$ cat config.mk
export PLATFORM = sky130hd
export DESIGN_NAME = gray_decoder
export DESIGN_NICKNAME = d
export VERILOG_FILES = /design/src/rtl/gray_decoder.sv
export SDC_FILE = /design/constraint.sdc
export NUM_CORES = 1
export LEC_CHECK = 0
export CORE_MARGIN = 4
export CORE_UTILIZATION = 45
export DETAILED_ROUTE_END_ITERATION = 8
export PLACE_DENSITY = 0.69
export SLEW_MARGIN = 40
export SYNTH_ARGS = -nofsm -noshare
export SYNTH_HDL_FRONTEND = slang
export SYNTH_SLANG_ARGS = --single-unit
$ cat constraint.sdc
create_clock -name clk_i -period 4.2 [get_ports clk_i]
set_input_delay 0.84 -clock clk_i [delete_from_list [all_inputs] [get_ports clk_i]]
set_output_delay 0.84 -clock clk_i [all_outputs]
set_load 0.005 [all_outputs]
$ cat src/rtl/gray_decoder.sv
// rtl/gray_decoder.sv - Gray-to-binary step decoder with illegal-transition detection
module gray_decoder #(
   parameter int WIDTH       = 3,
   parameter int SYNC_STAGES = 2
) (
   input  logic             clk_i,
   input  logic             rst_i,
   input  logic             en_i,
   input  logic [WIDTH-1:0] gray_i,
   input  logic             clr_err_i,
   output logic [WIDTH-1:0] bin_o,
   output logic             valid_o,
   output logic             step_o,
   output logic             dir_o,
   output logic             err_o,
   output logic [7:0]       err_cnt_o
);

   typedef enum logic [1:0] {ST_INIT, ST_TRACK, ST_ERROR} state_t;

   state_t                              state_q, state_d;
   logic [SYNC_STAGES-1:0][WIDTH-1:0]   sync_q;
   logic [WIDTH-1:0]                    nb_conv;
   logic [WIDTH-1:0]                    nb_q;
   logic [WIDTH-1:0]                    bin_inc, bin_dec;
   logic [7:0]                          cnt_sat;
   logic                                illegal;

   logic [WIDTH-1:0] bin_d;
   logic             valid_d, step_d, dir_d, err_d;
   logic [7:0]       cnt_d;

   always_ff @(posedge clk_i or posedge rst_i) begin
      if (rst_i) begin
         sync_q <= '0;
         nb_q   <= '0;
      end else begin
         sync_q <= {sync_q[SYNC_STAGES-2:0], gray_i};
         nb_q   <= nb_conv;
      end
   end

   // Each binary bit is the XOR of all Gray bits at or above it.
   always_comb begin
      nb_conv = '0;
      for (int i = 0; i < WIDTH; i++) begin
         nb_conv[i] = ^(sync_q[SYNC_STAGES-1] >> i);
      end
   end

   assign bin_inc = bin_o + WIDTH'(1);
   assign bin_dec = bin_o - WIDTH'(1);
   assign cnt_sat = (err_cnt_o == 8'hFF) ? 8'hFF : err_cnt_o + 8'd1;

   always_comb begin
      state_d = state_q;
      bin_d   = bin_o;
      valid_d = valid_o;
      step_d  = 1'b0;
      dir_d   = dir_o;
      err_d   = err_o;
      cnt_d   = err_cnt_o;
      illegal = 1'b0;

      case (state_q)
         ST_INIT: begin
            if (en_i) begin
               bin_d   = nb_q;
               valid_d = 1'b1;
               state_d = ST_TRACK;
            end
         end
         ST_TRACK, ST_ERROR: begin
            if (en_i) begin
               if (nb_q == bin_inc) begin
                  bin_d  = nb_q;
                  step_d = 1'b1;
                  dir_d  = 1'b1;
               end else if (nb_q == bin_dec) begin
                  bin_d  = nb_q;
                  step_d = 1'b1;
                  dir_d  = 1'b0;
               end else if (nb_q != bin_o) begin
                  illegal = 1'b1;
                  bin_d   = nb_q;
                  err_d   = 1'b1;
                  cnt_d   = clr_err_i ? 8'd1 : cnt_sat;
                  state_d = ST_ERROR;
               end
            end
         end
         default: state_d = ST_INIT;
      endcase

      // A coincident illegal transition takes priority over the clear.
      if (clr_err_i && !illegal) begin
         cnt_d = 8'd0;
         if (state_q == ST_ERROR) begin
            err_d   = 1'b0;
            state_d = ST_TRACK;
         end
      end
   end

   always_ff @(posedge clk_i or posedge rst_i) begin
      if (rst_i) begin
         state_q   <= ST_INIT;
         bin_o     <= '0;
         valid_o   <= 1'b0;
         step_o    <= 1'b0;
         dir_o     <= 1'b1;
         err_o     <= 1'b0;
         err_cnt_o <= 8'd0;
      end else begin
         state_q   <= state_d;
         bin_o     <= bin_d;
         valid_o   <= valid_d;
         step_o    <= step_d;
         dir_o     <= dir_d;
         err_o     <= err_d;
         err_cnt_o <= cnt_d;
      end
   end

endmodule

Yosys cells after proc, flatten, opt, wreduce, memory -nomap -nowiden
Index checks and enable logic that the tools add are counted.

Add/subtract/negate cells: 3. Equal/unequal tests: 11. Muxes and demuxes: 40. Reduce and logical (&&, ||, !) cells: 16.

Operators with widths (number): 8-bit two-way mux (8); 1-bit two-way mux (18); 3-bit two-way mux (5); 2-bit two-way mux (7); 2-bit nonzero test (5); 3-bit XOR reduction (3); 8-bit by 1-bit adder with 8-bit output (second input constant) (1); 8-bit == test (second input constant) (1); 3-bit == test (2); 3-bit one-hot mux with 2 select lines (1); 5-bit AND reduction (1); 2-bit by 1-bit != test with 1-bit output (second input constant) (2); 2-bit != test (second input constant) (2); 4-bit != test (second input constant) (1); 2-bit one-hot mux with 2 select lines (1); 4-bit AND reduction (1); 3-bit by 1-bit adder with 3-bit output (second input constant) (1); 3-bit != test (1); 3-bit AND reduction (1); 3-bit by 1-bit subtractor with 3-bit output (second input constant) (1); 2-bit by 1-bit == test with 1-bit output (second input constant) (1); 2-bit == test (second input constant) (1); 2-bit logical NOT (1); 2-bit AND reduction (1); other kinds (3) (3).

Register bits after elaboration: 26. Input port bits: 7. Output and inout port bits: 15. Word-level logic and storage cells: 80.

Logic depth before layout (Yosys ltp)
Gate-level depths: netlist of the first run.

Depth after elaboration: 10. Depth in mapped cells: 8.

Worst setup path before layout of the first run
Ideal clock, no wire load.

Path type: flip-flop to flip-flop. Start point: register bin_o[0]. End point: register dir_o. Data arrival time: 2.062 ns. Data required time: 4.118 ns. Slack: 2.055 ns. Cell stages (with the launch flop): 8. Buffers on the path: 0. Cells stage by stage: dfrtp_1 > inv_1 > ha_1 > xor2_2 > mux2_4 > mux2_4 > and2_4 > mux2_4.

Cells in the longest elaborated chain, start to end: 4. Elaborated cells between the ends (all ways): 7.

RTL lines: start: declaration (RTL line 11) `output logic [WIDTH-1:0] bin_o,`; start signal: assignment (RTL line 116) `bin_o <= bin_d;`; 3-bit by 1-bit adder with 3-bit output or 3-bit by 1-bit subtractor with 3-bit output (tied branches) (RTL line 51, 52); 3-bit == test, on equally long branches (RTL line 75, 79); 2-bit nonzero test (no source line); 3-bit AND reduction (no source line); end signal: assignment (RTL line 119) `dir_o <= dir_d;`; end: declaration (RTL line 14) `output logic dir_o,`.

Several ways; a longest one is shown, not always the timed one. A chain may end at the register's enable or synchronous reset.

Worst setup path after layout of the first run
Start point: register bin_o[0]. End point: register err_cnt_o[0].

Cells in the longest elaborated chain, start to end: 10. Elaborated cells between the ends (all ways): 19.

RTL lines: 3-bit by 1-bit subtractor with 3-bit output or 3-bit != test (tied branches) (RTL line 52, 83); 3-bit == test or 1-bit two-way mux (tied branches) (RTL line 79, 83); 1-bit two-way mux (RTL line 79) `end else if (nb_q == bin_dec) begin`; 1-bit two-way mux (RTL line 75) `if (nb_q == bin_inc) begin`; 1-bit two-way mux (RTL line 74) `if (en_i) begin`; 1-bit two-way mux (RTL line 65) `case (state_q)`; 1-bit logical NOT (RTL line 96) `if (clr_err_i && !illegal) begin`; 1-bit logical AND (RTL line 96); 2-bit by 1-bit != test with 1-bit output (no source line) or 2-bit nonzero test (tied branches); 5-bit AND reduction (no source line); end signal: assignment (RTL line 121) `err_cnt_o <= cnt_d;`; end: declaration (RTL line 16) `output logic [7:0] err_cnt_o`.

Several ways; a longest one is shown, not always the timed one.

==> results of run 1 <==
## cells by family after synthesis
kind of cell / count (synthesis) / synth area share [%]
AO/OA/AOI/OAI: 19 / 9.94
adder cells (fa/ha/maj): 6 / 5.74
XOR/XNOR: 7 / 6.41
multiplexers: 8 / 7.55
flip-flops: 26 / 49.8
AND/OR/NAND/NOR: 37 / 16.4
buffers and inverters: 10 / 4.11
## state kept, by name, summed over array words and instances (netlist names)
name,cells
err_cnt_o,8
sync_q,6
bin_o,3
nb_q,3
state_q,2
dir_o,1
err_o,1
step_o,1
valid_o,1
## metal layers
metal	vias up	part of all wire, %	wire length [um]
li1	443	-	-
met1	422	49	1120
met2	23	47	1070
met3	2	3.9	89
met4	0	0.74	17
met5	-	0	0
## power groups by stage
stage	Sequential, W	Combinational, W	Clock (W)
after global routing	0.000358	0.000509	0.000186
after CTS	0.000351	0.000462	0.000174
after floorplan	0.000352	0.000360	0
final	0.000350	0.000457	0.000170
after detailed placement	0.000356	0.000460	0
after global placement	0.000352	0.000449	0
## worst max path at each step
stage	start	endpoint	slack [ps]	cells after the start
2_1_floorplan	bin_o[0]$_DFFE_PP0P_	dir_o$_DFFE_PP1P_	2060	7
3_3_place_gp	bin_o[0]$_DFFE_PP0P_	err_cnt_o[0]$_DFFE_PP0P_	1620	7
3_5_place_dp	bin_o[0]$_DFFE_PP0P_	err_cnt_o[0]$_DFFE_PP0P_	1510	7
4_1_cts	bin_o[0]$_DFFE_PP0P_	err_cnt_o[0]$_DFFE_PP0P_	1450	7
5_1_grt	bin_o[0]$_DFFE_PP0P_	err_cnt_o[0]$_DFFE_PP0P_	1250	7
6_report	bin_o[0]$_DFFE_PP0P_	err_cnt_o[0]$_DFFE_PP0P_	1480	7
## area by class of cell
type | instances | area (um^2) | share of cell area (%)
clock buffer | 3 | 22.5 | 1.43
clock inverter | 1 | 30.0 | 1.90
inverter | 6 | 22.5 | 1.43
multi-input combinational | 77 | 603 | 38.2
sequential | 26 | 652 | 41.3
tap | 31 | 38.8 | 2.46
timing repair buffer | 21 | 210 | 13.3
## critical path, cell delays in order, from the launching register on
cell	delay [ps]
dfrtp_1	480
inv_1	70
ha_1	330
xor2_2	210
mux2_4	340
mux2i_1	590
and2_1	400
mux2i_1	210
## synthesized netlist by cell type
library cell	instances
dfrtp_1	25
nand2_1	7
a31oi_1	6
ha_1	6
inv_1	6
a311oi_1	5
and2_1	5
and3_1	5
a21oi_1	4
nor2_1	4
mux2_2	3
mux2_4	3
nand2b_1	3
and4_1	2
buf_6	2
mux2i_1	2
nand3_1	2
nor2b_1	2
nor3_1	2
xnor2_1	2
xnor2_2	2
xor2_1	2
a211oi_1	1
a21o_1	1
and2_0	1
and2_4	1
clkbuf_1	1
clkbuf_2	1
dfstp_2	1
nand3_2	1
nand4b_1	1
nor4b_1	1
o21ai_0	1
o2bb2ai_1	1
xor2_2	1
## cells in the final DEF, fill, tap and decap left out
cell             Yosys  final
a211oi_1             1      1
a21o_1               1      1
a21oi_1              4      4
a311oi_1             5      5
a31oi_1              6      6
and2_0               1      1
and2_1               5      5
and2_4               1      1
and3_1               5      5
and4_1               2      2
bufinv_16            0      1
clkbuf_4             0      3
clkdlybuf4s50_1      0     21
dfrtp_1             25     25
dfstp_2              1      1
ha_1                 6      6
inv_1                6      5
inv_2                0      1
mux2_2               3      3
mux2_4               3      3
mux2i_1              2      2
nand2_1              7      7
nand2b_1             3      3
nand3_1              2      2
nand3_2              1      1
nand4b_1             1      1
nor2_1               4      4
nor2b_1              2      2
nor3_1               2      2
nor4b_1              1      1
o21ai_0              1      1
o2bb2ai_1            1      1
xnor2_1              2      2
xnor2_2              2      2
xor2_1               2      2
xor2_2               1      1
## per-stage QoR
step           power [W]  setup slack (ps)  std cells  instance area (um^2)  hold WS (ps)
5_1_grt          0.00105              1250        165                  1580           380
4_1_cts         0.000987              1450        165                  1580           375
3_5_place_dp    0.000816              1510        161                  1530           341
2_1_floorplan   0.000712              2060        113                  1310           331
6_report        0.000977              1480        165                  1580           371
3_3_place_gp    0.000801              1620        161                  1530           333
==> results.sh, run 1 <==
export IMPL_start_util_pct=47.5
export IMPL_drcViolationCount=0
export IMPL_seq_area_frac_synth_pct=49.8
export IMPL_clkPwrFrac_pct=17.4
export IMPL_pwr_share_seq_pct=35.8
export IMPL_ant_nets=0
export IMPL_clkTransAtPathRegs_ps=150
export IMPL_grt_max_degree=27
export IMPL_outcome="finished clean"
export IMPL_startpoint_type="flop"
export IMPL_worst_ep_required_time_ps=4440
export IMPL_overflow=0
export IMPL_maxCapViolCount=0
export IMPL_cts_tree="done"
export IMPL_yosysWarnings=0
export IMPL_avgViaCountPerCell=5.39
export IMPL_ios=22
export IMPL_cts_root_buffer="clkbuf_4"
export IMPL_hold_viol=0
export IMPL_grt_use_total_pct=13.4
export IMPL_post_cts_buffers=0
export IMPL_synth_cells=113
export IMPL_grt_setup_unrepaired="no"
export IMPL_cp_max_fo=11
export IMPL_reg2reg_from="bin_o[0]$_DFFE_PP0P_"
export IMPL_synth_top_area_cell="dfrtp_1"
export IMPL_holdBufCountCts=0
export IMPL_utilization_pct=57.3
export IMPL_syn_num_nets=126
export IMPL_first_pass_iters=4
export IMPL_critical_path_class="flop to flop"
export IMPL_min_path_cells=0
export IMPL_synth_top_area_share_pct=47.8
export IMPL_drive_gt1_share_pct=12.7
export IMPL_worstHoldEndpoint="sync_q[3]$_DFF_PP0_"
export IMPL_dieArea_um2=3840
export IMPL_grt_use_met3_pct=2.48
export IMPL_place_congestion=0.828
export IMPL_r2r_slack_ps=1480
export IMPL_sw_frac_of_total_pct=34.5
export IMPL_avgSynthCellArea_um2=11.6
export IMPL_vdd_drop_max_v=0.000372
export IMPL_hp_class="flop to flop"
export IMPL_critPathArrivalTime_ps=2960
export IMPL_slew_headroom_pct=49.3
export IMPL_reg2reg_to="err_cnt_o[0]$_DFFE_PP0P_"
export IMPL_first_iter_violations=42
export IMPL_routed_wl_um=2290
export IMPL_synth_cell_area_um2=1310
export IMPL_synthTopCellsByArea="dfrtp_1 48%, ha_1 5.7%, mux2_4 3.4%"
export IMPL_fp_dieW_um=61.9
export IMPL_worst_slew_pin_slew_ps=739
export IMPL_drv_slew=0
export IMPL_fin_crit_sh_pct=64.7
export IMPL_p_per_area_nw_per_um2=619
export IMPL_dpl_hpwl_um=1740
export IMPL_cts_num_sinks=26
export IMPL_clockBufferDepth=2
export IMPL_antenna_found_initial=0
export IMPL_num_vias=890
export IMPL_max_freq_ghz=0.368
export IMPL_endpoint_kind="flop"
export IMPL_finalClockSkew_ps=15.1
export IMPL_die_h_um=61.9
export IMPL_area_delta_synth_final_pct=20.6
export IMPL_cts_made_buffers=3
export IMPL_coreArea_um2=2760
export IMPL_synth_distinct_cells=35
export IMPL_internal_power_w=0.000640
export IMPL_use_met2_pct=22.0
export IMPL_grt_busiest_layer="met2"
export IMPL_hp_start="sync_q[0]$_DFF_PP0_"
export IMPL_clk_latency_ps=320
export IMPL_tns_ps=0
export IMPL_fp_row_count=19
export IMPL_grt_pass1_vias=869
export IMPL_nNetsFinal=148
export IMPL_reg2reg_depth=7
export IMPL_grtUsageMet1_pct=17.8
export IMPL_fillers=234
export IMPL_cts_resized=0
export IMPL_htree_levels=1
export IMPL_combPwrFrac_pct=46.8
export IMPL_min_period_ps=2720
export IMPL_ys_ff_latch=26
export IMPL_leakage_nw=0.691
export IMPL_setup_viol=0
export IMPL_antenna_cells=0
export IMPL_grt_first_pass_wirelength_um=3820
export IMPL_port_buffers=21
export IMPL_power_switching_w=0.000337
export IMPL_detail_route_wl_per_cell_um=13.9
No activity file was read; power rests on OpenSTA's default activity.
==> run 2, diff against run 1 <==
PLACE_DENSITY = 0.72   (was 0.69)
clock period = 2.5 ns   (was 4.2 ns; I/O delays follow)
==> run 2 against run 1 <==
Compared with the run above: clock skew is 4.6 ps lower; largest cell class unchanged; critical endpoint is now err_cnt_o[2]$_DFFE_PP0P_; first-iteration DRC count down 2.4%; global-route usage about the same.
==> results.sh, run 2 (synthesis gave the netlist of run 1 again) <==
export IMPL_critical_path_class="flop to flop"
export IMPL_p_per_area_nw_per_um2=1050
export IMPL_drive_gt1_share_pct=13.9
export IMPL_maxCapViolCount=0
export IMPL_slew_headroom_pct=75.9
export IMPL_cts_resized=0
export IMPL_ios=22
export IMPL_drv_slew=0
export IMPL_min_period_ps=2250
export IMPL_grt_first_pass_wirelength_um=3860
export IMPL_hp_class="flop to flop"
export IMPL_grt_setup_unrepaired="no"
export IMPL_first_pass_iters=4
export IMPL_clockBufferDepth=2
export IMPL_crit_chain="inv_1, ha_1, xor2_2, mux2_4, mux2i_1, buf_4, a31oi_1, a311oi_1"
export IMPL_hold_ws_ps=368
export IMPL_top_register="err_cnt_o"
export IMPL_num_vias=926
export IMPL_vdd_drop_max_v=0.000634
export IMPL_cp_max_fo=10
export IMPL_endpoint_kind="flop"
export IMPL_avgViaCountPerCell=5.51
export IMPL_reg_top3="err_cnt_o (8), sync_q (6)"
export IMPL_placed_area_um2=1550
export IMPL_place_congestion=0.790
export IMPL_drcViolationCount=0
export IMPL_final_area_um2=1600
export IMPL_grt_pass1_vias=862
export IMPL_antenna_cells=0
export IMPL_finalClockSkew_ps=10.5
export IMPL_cts_root_buffer="clkbuf_4"
export IMPL_outcome="finished clean"
export IMPL_coreArea_um2=2760
export IMPL_clkTransAtPathRegs_ps=140
export IMPL_largest_register_ffs=8
export IMPL_fin_crit_sh_pct=89.8
export IMPL_ant_nets=0
export IMPL_fp_dieW_um=61.9
export IMPL_holdBufCountCts=0
export IMPL_overflow=0
export IMPL_antenna_found_initial=0
export IMPL_htree_levels=1
export IMPL_detail_route_wl_per_cell_um=13.4
export IMPL_post_cts_buffers=0
export IMPL_worst_slew_pin_slew_ps=361
export IMPL_hold_viol=0
export IMPL_grt_use_total_pct=13.4
export IMPL_cp_slowest_cell="dfrtp_1"
export IMPL_port_buffers=21
export IMPL_start_util_pct=47.5
export IMPL_routed_wl_um=2250
export IMPL_dieArea_um2=3840
export IMPL_cts_made_buffers=3
export IMPL_critPathArrivalTime_ps=2460
export IMPL_nNetsFinal=151
export IMPL_stdcell_count=168
export IMPL_setup_viol=0
export IMPL_layout_common_cells="25 x dfrtp_1, 21 x clkdlybuf4s50_1, 7 x nand2_1"
export IMPL_first_iter_violations=41
export IMPL_area_delta_synth_final_pct=22.4
export IMPL_dp_cells=164
export IMPL_cts_tree="done"
export IMPL_fillers=246
export IMPL_worst_ep_required_time_ps=2710
export IMPL_final_common_cell="dfrtp_1"
export IMPL_slowest_delay_ps=470
export IMPL_cts_num_sinks=26
export IMPL_die_h_um=61.9
export IMPL_startpoint_type="flop"
export IMPL_dpl_hpwl_um=1800
export IMPL_clk_latency_ps=320
export IMPL_tns_ps=0
export IMPL_fp_row_count=19
export IMPL_grt_max_degree=18
export IMPL_max_freq_ghz=0.445
export IMPL_utilization_pct=58.1
export IMPL_leakage_nw=0.707
## run 2: cell types whose count changed in the layout (fill, tap and decap cells not counted), sizes merged
cell,before,now
buf,0,3
## run 2: final cells by class
class	instances	area, um^2	share of cell area, %
Clock buffer	3	22.5	1.41
Clock inverter	1	30.0	1.87
Inverter	6	22.5	1.41
Multi-Input combinational cell	77	603	37.7
Sequential cell	26	652	40.7
Tap cell	31	38.8	2.42
Timing Repair Buffer	24	233	14.5
## run 2: path summary, 6_finish.rpt
kind | depth (start not counted) | from | to | slack (ps)
setup / recovery | 8 | bin_o[0]$_DFFE_PP0P_ | err_cnt_o[2]$_DFFE_PP0P_ | 250
hold reg to reg | 0 | sync_q[1]$_DFF_PP0_ | sync_q[4]$_DFF_PP0_ | 370
hold / removal | 0 | sync_q[1]$_DFF_PP0_ | sync_q[4]$_DFF_PP0_ | 370
min in group asynchronous | 2 | rst_i | state_q[0]$_DFF_PP0_ | 440
max in group asynchronous | 3 | rst_i | dir_o$_DFFE_PP1P_ | 1470
setup reg to reg | 8 | bin_o[0]$_DFFE_PP0P_ | err_cnt_o[2]$_DFFE_PP0P_ | 250
## run 2: critical path, delay by kind of cell, from the launching register on
family | cells | cell delay (ps)
flops | 1 | 470
fa+ha+maj | 1 | 330
xor+xnor | 1 | 200
buf+inv | 2 | 270
compound gates | 2 | 360
mux | 2 | 520
## run 2: metal layers
| layer | global-route usage (%) | vias to the layer above | routed length, um |
|---|---|---|---|
| li1 | - | 452 | - |
| met1 | 17.7 | 458 | 1040 |
| met2 | 22.4 | 14 | 1110 |
| met3 | 2.27 | 2 | 78 |
| met4 | 4.55 | 0 | 19 |
| met5 | 0 | - | 0 |
## run 2: metrics by stage
step           power [W]  setup slack, ps
3_3_place_gp     0.00138              346
2_1_floorplan    0.00120              355
5_1_grt          0.00180             61.0
3_5_place_dp     0.00141              311
6_report         0.00168              255
4_1_cts          0.00170              242
## run 2: power breakdown
part,switching (W),leakage (nW),internal [W]
clock network,0.000121,0.0279,0.000162
logic,0.000372,0.360,0.000435
registers,0.0000768,0.319,0.000509
